<file path="src/rtl/id_ex_stage_if.sv">
// ---------------------------------------------------------------------------
// id_ex_stage_if
// Bundles the decode / ID-EX register signals of id_ex_stage.
//   master : the surrounding pipeline (fetch, register file, writeback,
//            branch unit, execute stage).
//   slave  : the id_ex_stage block itself.
// Groups:
//   fetch     : if_valid, if_instr, stall
//   regfile   : rf_read1, rf_read2, rf_data1, rf_data2
//   writeback : wb_we, wb_rd, wb_data
//   execute   : ex_flush, ex_valid, ex_op, ex_funct, ex_rs_data, ex_rt_data,
//               ex_imm, ex_dest, ex_reg_write, ex_is_load
//   status    : stall_count
// ---------------------------------------------------------------------------
interface id_ex_stage_if #(
  parameter int DATA_WIDTH = 32,
  parameter int CNT_WIDTH  = 16
);
  logic                  if_valid;
  logic [31:0]           if_instr;
  logic                  ex_flush;
  logic [4:0]            rf_read1;
  logic [4:0]            rf_read2;
  logic [DATA_WIDTH-1:0] rf_data1;
  logic [DATA_WIDTH-1:0] rf_data2;
  logic                  wb_we;
  logic [4:0]            wb_rd;
  logic [DATA_WIDTH-1:0] wb_data;
  logic                  stall;
  logic                  ex_valid;
  logic [5:0]            ex_op;
  logic [5:0]            ex_funct;
  logic [DATA_WIDTH-1:0] ex_rs_data;
  logic [DATA_WIDTH-1:0] ex_rt_data;
  logic [DATA_WIDTH-1:0] ex_imm;
  logic [4:0]            ex_dest;
  logic                  ex_reg_write;
  logic                  ex_is_load;
  logic [CNT_WIDTH-1:0]  stall_count;

  modport master (
    output if_valid, if_instr, ex_flush, rf_data1, rf_data2,
           wb_we, wb_rd, wb_data,
    input  rf_read1, rf_read2, stall, ex_valid, ex_op, ex_funct,
           ex_rs_data, ex_rt_data, ex_imm, ex_dest, ex_reg_write,
           ex_is_load, stall_count
  );

  modport slave (
    input  if_valid, if_instr, ex_flush, rf_data1, rf_data2,
           wb_we, wb_rd, wb_data,
    output rf_read1, rf_read2, stall, ex_valid, ex_op, ex_funct,
           ex_rs_data, ex_rt_data, ex_imm, ex_dest, ex_reg_write,
           ex_is_load, stall_count
  );
endinterface

</file>
<file path="src/rtl/id_ex_stage.sv">
// ---------------------------------------------------------------------------
// id_ex_stage
// Decode stage plus ID/EX pipeline register in front of a 32x32 register file.
// Splits the MIPS instruction, drives the register file read addresses,
// bypasses the same-cycle writeback value, stalls one cycle on a load-use
// dependency and registers operands/control for execute.
// Ports:
//   clk   : rising-edge clock (shared with the register file)
//   reset : synchronous, active-high
//   bus   : id_ex_stage_if.slave (fetch, regfile, writeback, execute, status)
// ---------------------------------------------------------------------------
module id_ex_stage #(
  parameter int DATA_WIDTH = 32,
  parameter int CNT_WIDTH  = 16
) (
  input  logic          clk,
  input  logic          reset,
  id_ex_stage_if.slave  bus
);

  // Instruction fields
  logic [5:0]  op_s;
  logic [4:0]  rs_s;
  logic [4:0]  rt_s;
  logic [4:0]  rd_s;
  logic [5:0]  funct_s;
  logic [15:0] imm16_s;

  assign op_s    = bus.if_instr[31:26];
  assign rs_s    = bus.if_instr[25:21];
  assign rt_s    = bus.if_instr[20:16];
  assign rd_s    = bus.if_instr[15:11];
  assign funct_s = bus.if_instr[5:0];
  assign imm16_s = bus.if_instr[15:0];

  // Register file addresses come straight from the fetched word, even when
  // if_valid is low, so the read data is ready in the same cycle.
  assign bus.rf_read1 = rs_s;
  assign bus.rf_read2 = rt_s;

  // Decode results
  logic                  rw_raw_s;
  logic                  uses_rt_s;
  logic [4:0]            dest_s;
  logic                  reg_write_s;
  logic                  is_load_s;
  logic [DATA_WIDTH-1:0] imm_s;
  logic [DATA_WIDTH-1:0] opa_s;
  logic [DATA_WIDTH-1:0] opb_s;
  logic                  hz_s;
  logic                  stall_s;

  // ID/EX register state
  logic                  ex_valid_q,     ex_valid_d;
  logic [5:0]            ex_op_q,        ex_op_d;
  logic [5:0]            ex_funct_q,     ex_funct_d;
  logic [DATA_WIDTH-1:0] ex_rs_data_q,   ex_rs_data_d;
  logic [DATA_WIDTH-1:0] ex_rt_data_q,   ex_rt_data_d;
  logic [DATA_WIDTH-1:0] ex_imm_q,       ex_imm_d;
  logic [4:0]            ex_dest_q,      ex_dest_d;
  logic                  ex_reg_write_q, ex_reg_write_d;
  logic                  ex_is_load_q,   ex_is_load_d;
  logic [CNT_WIDTH-1:0]  stall_count_q,  stall_count_d;

  // Opcode classification: which opcodes write a register / read rt.
  always_comb begin
    rw_raw_s  = 1'b0;
    uses_rt_s = 1'b0;
    case (op_s)
      6'h00: begin rw_raw_s = 1'b1; uses_rt_s = 1'b1; end  // R-type
      6'h23: rw_raw_s  = 1'b1;                             // lw
      6'h08: rw_raw_s  = 1'b1;                             // addi
      6'h0A: rw_raw_s  = 1'b1;                             // slti
      6'h0C: rw_raw_s  = 1'b1;                             // andi
      6'h0D: rw_raw_s  = 1'b1;                             // ori
      6'h2B: uses_rt_s = 1'b1;                             // sw
      6'h04: uses_rt_s = 1'b1;                             // beq
      default: begin rw_raw_s = 1'b0; uses_rt_s = 1'b0; end
    endcase
  end

  assign dest_s      = (op_s == 6'h00) ? rd_s : rt_s;
  // Writes to $0 are discarded, so never advertise them downstream.
  assign reg_write_s = rw_raw_s && (dest_s != 5'd0);
  assign is_load_s   = (op_s == 6'h23);
  assign imm_s       = {{(DATA_WIDTH-16){imm16_s[15]}}, imm16_s};

  // Writeback bypass: the register file commits wb_data only at the next
  // edge, so a same-cycle write to rs/rt must be forwarded here. $0 is
  // excluded so it always reads the register file's hard zero.
  always_comb begin
    if (bus.wb_we && (bus.wb_rd != 5'd0) && (bus.wb_rd == rs_s)) begin
      opa_s = bus.wb_data;
    end else begin
      opa_s = bus.rf_data1;
    end
    if (bus.wb_we && (bus.wb_rd != 5'd0) && (bus.wb_rd == rt_s)) begin
      opb_s = bus.wb_data;
    end else begin
      opb_s = bus.rf_data2;
    end
  end

  // Load-use hazard: the load in EX has no data yet for the instruction
  // being decoded.
  assign hz_s    = bus.if_valid && ex_valid_q && ex_is_load_q &&
                   (ex_dest_q != 5'd0) &&
                   ((ex_dest_q == rs_s) || (uses_rt_s && (ex_dest_q == rt_s)));
  // A flush discards the dependent instruction anyway, so no need to hold it.
  assign stall_s   = hz_s && !bus.ex_flush;
  assign bus.stall = stall_s;

  // Next-state for the ID/EX register: flush, then bubble, then capture.
  always_comb begin
    ex_valid_d     = 1'b0;
    ex_reg_write_d = 1'b0;
    ex_is_load_d   = 1'b0;
    ex_op_d        = ex_op_q;
    ex_funct_d     = ex_funct_q;
    ex_rs_data_d   = ex_rs_data_q;
    ex_rt_data_d   = ex_rt_data_q;
    ex_imm_d       = ex_imm_q;
    ex_dest_d      = ex_dest_q;
    if (bus.ex_flush || stall_s) begin
      // Bubble: control cleared, data fields hold their old values.
      ex_valid_d = 1'b0;
    end else begin
      ex_valid_d     = bus.if_valid;
      ex_reg_write_d = bus.if_valid && reg_write_s;
      ex_is_load_d   = bus.if_valid && is_load_s;
      ex_op_d        = op_s;
      ex_funct_d     = funct_s;
      ex_rs_data_d   = opa_s;
      ex_rt_data_d   = opb_s;
      ex_imm_d       = imm_s;
      ex_dest_d      = dest_s;
    end
  end

  // Saturating stall counter next-state.
  always_comb begin
    if (stall_s && (stall_count_q != {CNT_WIDTH{1'b1}})) begin
      stall_count_d = stall_count_q + {{(CNT_WIDTH-1){1'b0}}, 1'b1};
    end else begin
      stall_count_d = stall_count_q;
    end
  end

  // ID/EX register and stall counter; reset overrides everything.
  always_ff @(posedge clk) begin
    if (reset) begin
      ex_valid_q     <= 1'b0;
      ex_op_q        <= 6'd0;
      ex_funct_q     <= 6'd0;
      ex_rs_data_q   <= {DATA_WIDTH{1'b0}};
      ex_rt_data_q   <= {DATA_WIDTH{1'b0}};
      ex_imm_q       <= {DATA_WIDTH{1'b0}};
      ex_dest_q      <= 5'd0;
      ex_reg_write_q <= 1'b0;
      ex_is_load_q   <= 1'b0;
      stall_count_q  <= {CNT_WIDTH{1'b0}};
    end else begin
      ex_valid_q     <= ex_valid_d;
      ex_op_q        <= ex_op_d;
      ex_funct_q     <= ex_funct_d;
      ex_rs_data_q   <= ex_rs_data_d;
      ex_rt_data_q   <= ex_rt_data_d;
      ex_imm_q       <= ex_imm_d;
      ex_dest_q      <= ex_dest_d;
      ex_reg_write_q <= ex_reg_write_d;
      ex_is_load_q   <= ex_is_load_d;
      stall_count_q  <= stall_count_d;
    end
  end

  assign bus.ex_valid     = ex_valid_q;
  assign bus.ex_op        = ex_op_q;
  assign bus.ex_funct     = ex_funct_q;
  assign bus.ex_rs_data   = ex_rs_data_q;
  assign bus.ex_rt_data   = ex_rt_data_q;
  assign bus.ex_imm       = ex_imm_q;
  assign bus.ex_dest      = ex_dest_q;
  assign bus.ex_reg_write = ex_reg_write_q;
  assign bus.ex_is_load   = ex_is_load_q;
  assign bus.stall_count  = stall_count_q;

endmodule

</file>
<file path="src/flat_wrapper.sv">
// flat-port wrapper written by rule: the top's interface ports become plain ports
module id_ex_stage_flat 
#(
  parameter int DATA_WIDTH = 32,
  parameter int CNT_WIDTH  = 16
)
  (clk, reset, bus_if_valid, bus_if_instr, bus_ex_flush, bus_rf_data1, bus_rf_data2, bus_wb_we, bus_wb_rd, bus_wb_data, bus_rf_read1, bus_rf_read2, bus_stall, bus_ex_valid, bus_ex_op, bus_ex_funct, bus_ex_rs_data, bus_ex_rt_data, bus_ex_imm, bus_ex_dest, bus_ex_reg_write, bus_ex_is_load, bus_stall_count);
  id_ex_stage_if #(.DATA_WIDTH(DATA_WIDTH), .CNT_WIDTH(CNT_WIDTH)) bus_i ();
  input  logic clk;
  input  logic reset;
  input wire logic [$bits(bus_i.if_valid)-1:0] bus_if_valid;
  input wire logic [$bits(bus_i.if_instr)-1:0] bus_if_instr;
  input wire logic [$bits(bus_i.ex_flush)-1:0] bus_ex_flush;
  input wire logic [$bits(bus_i.rf_data1)-1:0] bus_rf_data1;
  input wire logic [$bits(bus_i.rf_data2)-1:0] bus_rf_data2;
  input wire logic [$bits(bus_i.wb_we)-1:0] bus_wb_we;
  input wire logic [$bits(bus_i.wb_rd)-1:0] bus_wb_rd;
  input wire logic [$bits(bus_i.wb_data)-1:0] bus_wb_data;
  output wire logic [$bits(bus_i.rf_read1)-1:0] bus_rf_read1;
  output wire logic [$bits(bus_i.rf_read2)-1:0] bus_rf_read2;
  output wire logic [$bits(bus_i.stall)-1:0] bus_stall;
  output wire logic [$bits(bus_i.ex_valid)-1:0] bus_ex_valid;
  output wire logic [$bits(bus_i.ex_op)-1:0] bus_ex_op;
  output wire logic [$bits(bus_i.ex_funct)-1:0] bus_ex_funct;
  output wire logic [$bits(bus_i.ex_rs_data)-1:0] bus_ex_rs_data;
  output wire logic [$bits(bus_i.ex_rt_data)-1:0] bus_ex_rt_data;
  output wire logic [$bits(bus_i.ex_imm)-1:0] bus_ex_imm;
  output wire logic [$bits(bus_i.ex_dest)-1:0] bus_ex_dest;
  output wire logic [$bits(bus_i.ex_reg_write)-1:0] bus_ex_reg_write;
  output wire logic [$bits(bus_i.ex_is_load)-1:0] bus_ex_is_load;
  output wire logic [$bits(bus_i.stall_count)-1:0] bus_stall_count;
  assign bus_i.if_valid = bus_if_valid;
  assign bus_i.if_instr = bus_if_instr;
  assign bus_i.ex_flush = bus_ex_flush;
  assign bus_i.rf_data1 = bus_rf_data1;
  assign bus_i.rf_data2 = bus_rf_data2;
  assign bus_i.wb_we = bus_wb_we;
  assign bus_i.wb_rd = bus_wb_rd;
  assign bus_i.wb_data = bus_wb_data;
  assign bus_rf_read1 = bus_i.rf_read1;
  assign bus_rf_read2 = bus_i.rf_read2;
  assign bus_stall = bus_i.stall;
  assign bus_ex_valid = bus_i.ex_valid;
  assign bus_ex_op = bus_i.ex_op;
  assign bus_ex_funct = bus_i.ex_funct;
  assign bus_ex_rs_data = bus_i.ex_rs_data;
  assign bus_ex_rt_data = bus_i.ex_rt_data;
  assign bus_ex_imm = bus_i.ex_imm;
  assign bus_ex_dest = bus_i.ex_dest;
  assign bus_ex_reg_write = bus_i.ex_reg_write;
  assign bus_ex_is_load = bus_i.ex_is_load;
  assign bus_stall_count = bus_i.stall_count;
  id_ex_stage #(.DATA_WIDTH(DATA_WIDTH), .CNT_WIDTH(CNT_WIDTH)) u_core (.clk(clk), .reset(reset), .bus(bus_i));
endmodule
</file>
<file path="config.mk">
export PLATFORM = sky130hd
export DESIGN_NAME = id_ex_stage_flat
export DESIGN_NICKNAME = d
export VERILOG_FILES = /design/src/rtl/id_ex_stage_if.sv /design/src/rtl/id_ex_stage.sv /design/src/flat_wrapper.sv
export SDC_FILE = /design/constraint.sdc
export NUM_CORES = 1
export LEC_CHECK = 0
export CAP_MARGIN = 20
export CORE_MARGIN = 2
export CORE_UTILIZATION = 38
export DETAILED_ROUTE_END_ITERATION = 8
export GPL_TIMING_DRIVEN = 0
export PLACE_DENSITY = 0.78
export SLEW_MARGIN = 25
export SYNTH_ARGS = -nofsm -noshare
export SYNTH_HDL_FRONTEND = slang
export SYNTH_SLANG_ARGS = --single-unit
</file>
<file path="constraint.sdc">
create_clock -name clk -period 6.6 [get_ports clk]
set_clock_uncertainty 0.05 [all_clocks]
set_input_delay 0.66 -clock clk [delete_from_list [all_inputs] [get_ports clk]]
set_output_delay 0.66 -clock clk [all_outputs]
set_load 0.05 [all_outputs]
</file>
; ---- After elaboration in Yosys (flattened, before gate mapping)
; Index checks and enable logic that the tools add are counted.
[totals]
romBits = 0
ramBits = 0
latchBits = 0
elab_cells = 51
memories = 0
ff_bits = 116
[op_classes]
eq_ne = 12
div_mod_pow = 0
n_reduce_logical = 23
bitwise_logic = 0
multipliers = 0
add_sub_neg = 1
muxes = 5
shifts = 0
n_lt_le_gt_ge = 0
[op_table]
columns = cell, count
row1 = $mux W32, 2
row2 = $eq A6 B4 Y1 const B, 4
row3 = $eq A5 B5 Y1, 4
row4 = $add A16 B1 Y16 const B, 1
row5 = $ne A16 B16 Y1 const B, 1
row6 = $reduce_bool A5 Y1, 3
row7 = $logic_and A1 B1 Y1, 13
row8 = $eq A6 B6 Y1 const B, 2
row9 = $eq A6 B3 Y1 const B, 1
row10 = $logic_not A6 Y1, 1
row11 = $reduce_or A6 Y1, 1
row12 = $mux W5, 1
row13 = $reduce_or A3 Y1, 1
row14 = $logic_or A1 B1 Y1, 2
row15 = $mux W1, 2
row16 = $reduce_or A2 Y1, 1
row17 = $logic_not A1 Y1, 1

; ---- Longest topological paths before layout
[depth]
depth_word = 9
ltp_mapped = 8

; ---- Worst setup path after synthesis
; No wires, ideal clock.
[synth_path]
path_kind = register to output
start = register u_core.ex_dest_q[0], in the netlist u_core.bus.ex_dest[0]
end = output port bus_stall
arrival_time_ps = 2400
stages_incl_launch_ff = 6
path_buffers = 1
slack_ps = 3490
required_ps = 5890
cell_sequence = dfxtp_1 > xnor2_1 > nand4_1 > or3_1 > buf_6 > a21oi_1
[synth_via]
elab_chain_len = 5
elab_cells_between_ends = 8
cone_classes = eq/ne: 2 / reduce/logical: 6
[synth_rtl]
columns = element, line_no
row1 = "start, declared", id_ex_stage.sv:60  ; logic [4:0] ex_dest_q, ex_dest_d;
row2 = "start signal, assigned", id_ex_stage.sv:169  ; ex_dest_q <= ex_dest_d;
row3 = $eq A5 B5 Y1, id_ex_stage.sv:108  ; ((ex_dest_q == rs_s) || (uses_rt_s && (ex_dest_q == rt_s)));
row4 = $logic_and A1 B1 Y1, id_ex_stage.sv:108
row5 = $logic_or A1 B1 Y1, id_ex_stage.sv:108
row6 = $logic_and A1 B1 Y1 (*), id_ex_stage.sv:107  ; (ex_dest_q != 5'd0) &&
row7 = $logic_and A1 B1 Y1 (*), id_ex_stage.sv:110  ; assign stall_s = hz_s && !bus.ex_flush;
row8 = "end, declared", flat_wrapper.sv:21  ; output wire logic [$bits(bus_i.stall)-1:0] bus_stall;
; Mark *: on every way between the ends. The rest lies on a longest branch, timed or not.

; ---- Worst setup path in the final report
[layout_path]
start = input port bus_if_instr[17]
end = output port bus_stall
[layout_via]
elab_chain_len = 5
[layout_rtl]
columns = element, line_no
row1 = "start, declared", flat_wrapper.sv:12  ; input wire logic [$bits(bus_i.if_instr)-1:0] bus_if_instr;
row2 = $eq A5 B5 Y1, id_ex_stage.sv:108
row3 = $logic_and A1 B1 Y1, id_ex_stage.sv:108
row4 = $logic_or A1 B1 Y1, id_ex_stage.sv:108
row5 = $logic_and A1 B1 Y1, id_ex_stage.sv:107
row6 = $logic_and A1 B1 Y1, id_ex_stage.sv:110
; No other way between the ends.

==> reports/summary.log <==
qor: status.status complete, no violations
qor: sta.layout_worst_path_cycle_share 0.615
qor: sta.rsz_0062_raised_after_global_routing no
qor: power_and_ir_drop.leakagePower 3.13 nW
qor: sta.report.final.setup_viol 0
qor: critical_path.setup.reg_to_reg.worst_slack 3.88 ns
qor: critical_path.crit-reg2reg-capture u_core.bus.ex_rs_data[27]
qor: floorplanning.design.die.area 15000 um2
qor: cells_and_area.final_util 0.626
qor: floorplanning.placeableCoreArea 13800 um2
qor: critical_path.cp_top_family buffers and inverters
qor: hold_path.hp-class reg2reg
qor: logic_synthesis.synth_fp_nets 711
qor: logic_synthesis.postSynth.topFlopCell dfxtp_1
qor: logic_synthesis.synthMuxAreaShare 0.180
qor: cts.cts-hold-fix-buffers 0
qor: cts.path_clk_slew 0.07 ns
qor: logic_synthesis.ys_warn_count 0
qor: place.place_congestion 0.820
qor: cts.cts.htree.levels 3
qor: critical_path.start_kind input port
qor: logic_synthesis.synth_top_family_by_area multiplexers
qor: power_and_ir_drop.pwr-share-comb 0.289
qor: power_and_ir_drop.power.share.clock 0.296
qor: run.maxCapViolCount 0
qor: critical_path.cp.depth 7
qor: cells_and_area.fillCellCount 1230
qor: sta.worst_pin_slew 0.984 ns
qor: global_route.grt_pass1_wl 26600 um
qor: cts.root_buffer clkbuf_16
qor: hold_path.hold_path_depth 2
qor: sta.setup_tns 0 ns
qor: sta.final-max-slew-violation-count 0
qor: logic_synthesis.seq_total_area_yosys 0.414
qor: critical_path.worst-setup-path-type in2out
qor: cells_and_area.most_common_cell_after_layout_fill_and_taps_aside clkdlybuf4s50_1
qor: floorplanning.top_level_ports 281
qor: cells_and_area.design.final.nets 1002
qor: routing.wl_per_cell 16.4 um
qor: global_route.grt-ovfl-total 0
qor: floorplanning.initial_utilization 0.386
qor: global_route.grt_start_max_net_pins 19
qor: sta.fmax 246 MHz
qor: cts.clock_path_buffers 2
qor: critical_path.critical_path.max_stage_delay 0.90 ns
qor: routing.antenna_left 0
qor: cts.post_cts_buffers 0
qor: cells_and_area.final_layout_size_suffix_gt1_frac 0.0818
qor: global_route.grt_antenna_before_repair 0
qor: cts.worst_skew_pair.late_latency 0.35 ns
qor: place.place.detailed.hpwl 13700 um
qor: cts.numCtsBuffers 9
qor: critical_path.crit_path_end_kind output pin
qor: logic_synthesis.synth-adder-area-share 0.00235
qor: sta.report.final.hold_viol_count 0
qor: routing.remaining_drc_errors 0
qor: critical_path.critPathMostFrequentCell clkdlybuf4s50_1
qor: power_and_ir_drop.switching_share 0.323
qor: critical_path.timing.critical_path.from bus_if_instr[17]
qor: place.buffer_ports.inserted 280
qor: logic_synthesis.synth_edf_count 0
qor: floorplanning.placement_rows 43
qor: global_route.first_global_vias 5077
qor: global_route.global_route.usage.total 0.231
qor: critical_path.worstPathArrival 3.35 ns
qor: cts.cts_tree built
qor: routing.dr.pass1.iters 4
qor: cts.clock_sink_count 110
qor: power_and_ir_drop.powerDensity 203 nW/um2
qor: logic_synthesis.post_synth_inst_count 572
qor: logic_synthesis.yosys.area_share.simple 0.152
qor: cells_and_area.count_of_antenna_diodes_in_the_layout 0
qor: sta.layout_min_cycle_time 4.06 ns
qor: floorplanning.die_height 122 um
qor: routing.detail_route.iter0.violations 209
qor: critical_path.critical_path_buf_inv_count 3
qor: critical_path.endpoint bus_stall
qor: routing.via_per_inst 4.97
qor: routing.route.final.wire_length 17200 um
qor: critical_path.cp_slowest_cell clkdlybuf4s50_1
qor: routing.routed-via-count 5209
qor: critical_path.critical_path.cell_chain clkdlybuf4s50_1 > xnor2_1 > nand4_1 > or3_1 > buf_6 > a21oi_1 > clkdlybuf4s50_1
qor: cells_and_area.layout.cells.most_common_list clkdlybuf4s50_1, dfxtp_1, nor2_1
qor: power_and_ir_drop.internal_pwr_total 1.19 mW
qor: logic_synthesis.mappedNetlistArea 5320 um2
qor: logic_synthesis.synth_compound_gate_area_share 0.131
qor: critical_path.reg2reg_from u_core.bus.ex_dest[2]
qor: power_and_ir_drop.power.switching 0.565 mW
qor: logic_synthesis.synth_cell_type_count 43
qor: logic_synthesis.synth_xor_xnor_area_share 0.0395
qor: cts.number_of_cells_upsized_or_downsized_after_cts 0
qor: floorplanning.floorplan.die.width 122 um
qor: power_and_ir_drop.irDropWorstVdd 0.141 mV
qor: logic_synthesis.ys_ff_latch 110
qor: cells_and_area.flow.area_growth_from_synthesis 62.2%
qor: critical_path.worst-endpoint-required 5.89 ns
qor: sta.max_slew_headroom 0.338
qor: power_and_ir_drop.power_frac_seq 0.415
qor: critical_path.worst-r2r-cell-count 7
qor: logic_synthesis.postSynthAreaPerCell 9.29 um2
qor: logic_synthesis.postSynth.asyncResetShare 0
qor: critical_path.maximum_net_fanout_on_the_critical_path 6
-- worst min-delay path: stages, from the launching register on --
cell	delay, ns
dfxtp_1	0.33
mux2i_1	0.07
nor2_1	0.07
-- cells by family (layout without fill, tap and decap cells) --
group           after synthesis  after routing
simple gates                171            171
flops                       110            110
buf+inv                      76            372
fa+ha+maj                     1              1
xor+xnor                     24             24
compound gates               95             95
mux                          95             95
-- state kept, by name, indices dropped and copies added, names as in the netlist --
signal                   flops
u_core.bus.ex_dest           5
u_core.bus.ex_imm           16
u_core.bus.ex_is_load        1
u_core.bus.ex_op             6
u_core.bus.ex_reg_write      1
u_core.bus.ex_rs_data       32
u_core.bus.ex_rt_data       32
u_core.bus.ex_valid          1
u_core.bus.stall_count      16
-- routing by layer --
| metal | global-route usage | share of wire |
|---|---|---|
| met4 | 0.0790 | 0.017 |
| met1 | 0.273 | 0.41 |
| met5 | 0 | 0 |
| met3 | 0.0697 | 0.093 |
| met2 | 0.396 | 0.48 |
-- power by group through the flow --
stage                     combinational [mW]  clock (mW)  sequential, mW
after floorplan                        0.156           0           0.870
after global placement                 0.505           0           0.740
after detailed placement               0.508           0           0.741
after CTS                              0.510       0.533           0.726
after global routing                   0.535       0.552           0.731
final                                  0.506       0.519           0.726
-- worst min-delay path by stage --
stage                                         start                   endpoint
final                         u_core.bus.ex_imm[13]      u_core.bus.ex_imm[13]
after global placement        u_core.bus.ex_imm[11]      u_core.bus.ex_imm[11]
after global routing       u_core.bus.ex_rt_data[7]   u_core.bus.ex_rt_data[7]
after floorplan           u_core.bus.ex_rt_data[14]  u_core.bus.ex_rt_data[14]
after detailed placement      u_core.bus.ex_imm[13]      u_core.bus.ex_imm[13]
after CTS                  u_core.bus.ex_rt_data[0]   u_core.bus.ex_rt_data[0]
-- cell usage after synthesis, drive strengths merged (5+ instances only) --
library cell | count | area [um2]
a211oi | 71 | 538
a21oi | 9 | 45.0
and3 | 5 | 31.3
buf | 49 | 330
clkbuf | 22 | 82.6
dfxtp | 110 | 2200
inv | 5 | 18.8
mux2i | 92 | 921
nand2 | 7 | 26.3
nand3 | 9 | 45.0
nand4 | 7 | 43.8
nor2 | 107 | 402
nor3 | 7 | 35.0
nor4 | 6 | 56.3
o21ai | 7 | 35.0
xnor2 | 20 | 175
-- through the flow --
stage,worst slack [ns],hold WS [ns],total power [mW],std cells,area (um2)
floorplan,3.49,0.662,1.03,572,5320
global placement,2.54,0.425,1.24,1032,8340
detailed placement,2.53,0.434,1.25,1032,8340
CTS,2.52,0.449,1.77,1048,8620
global route,2.33,0.470,1.82,1048,8620
finish,2.54,0.445,1.75,1048,8620
-- final cells by class --
type,instances,area [um2],area share
repair buffers,280,2800,0.325
clock buffers,12,246,0.0286
well taps,180,225,0.0261
inverters,5,18.8,0.00218
multi-input cells,386,2680,0.311
flip-flops and latches,110,2200,0.255
clock inverters,4,30.0,0.00348
plain buffers,71,413,0.0479
Note: power is estimated with default switching activity, not from simulation.
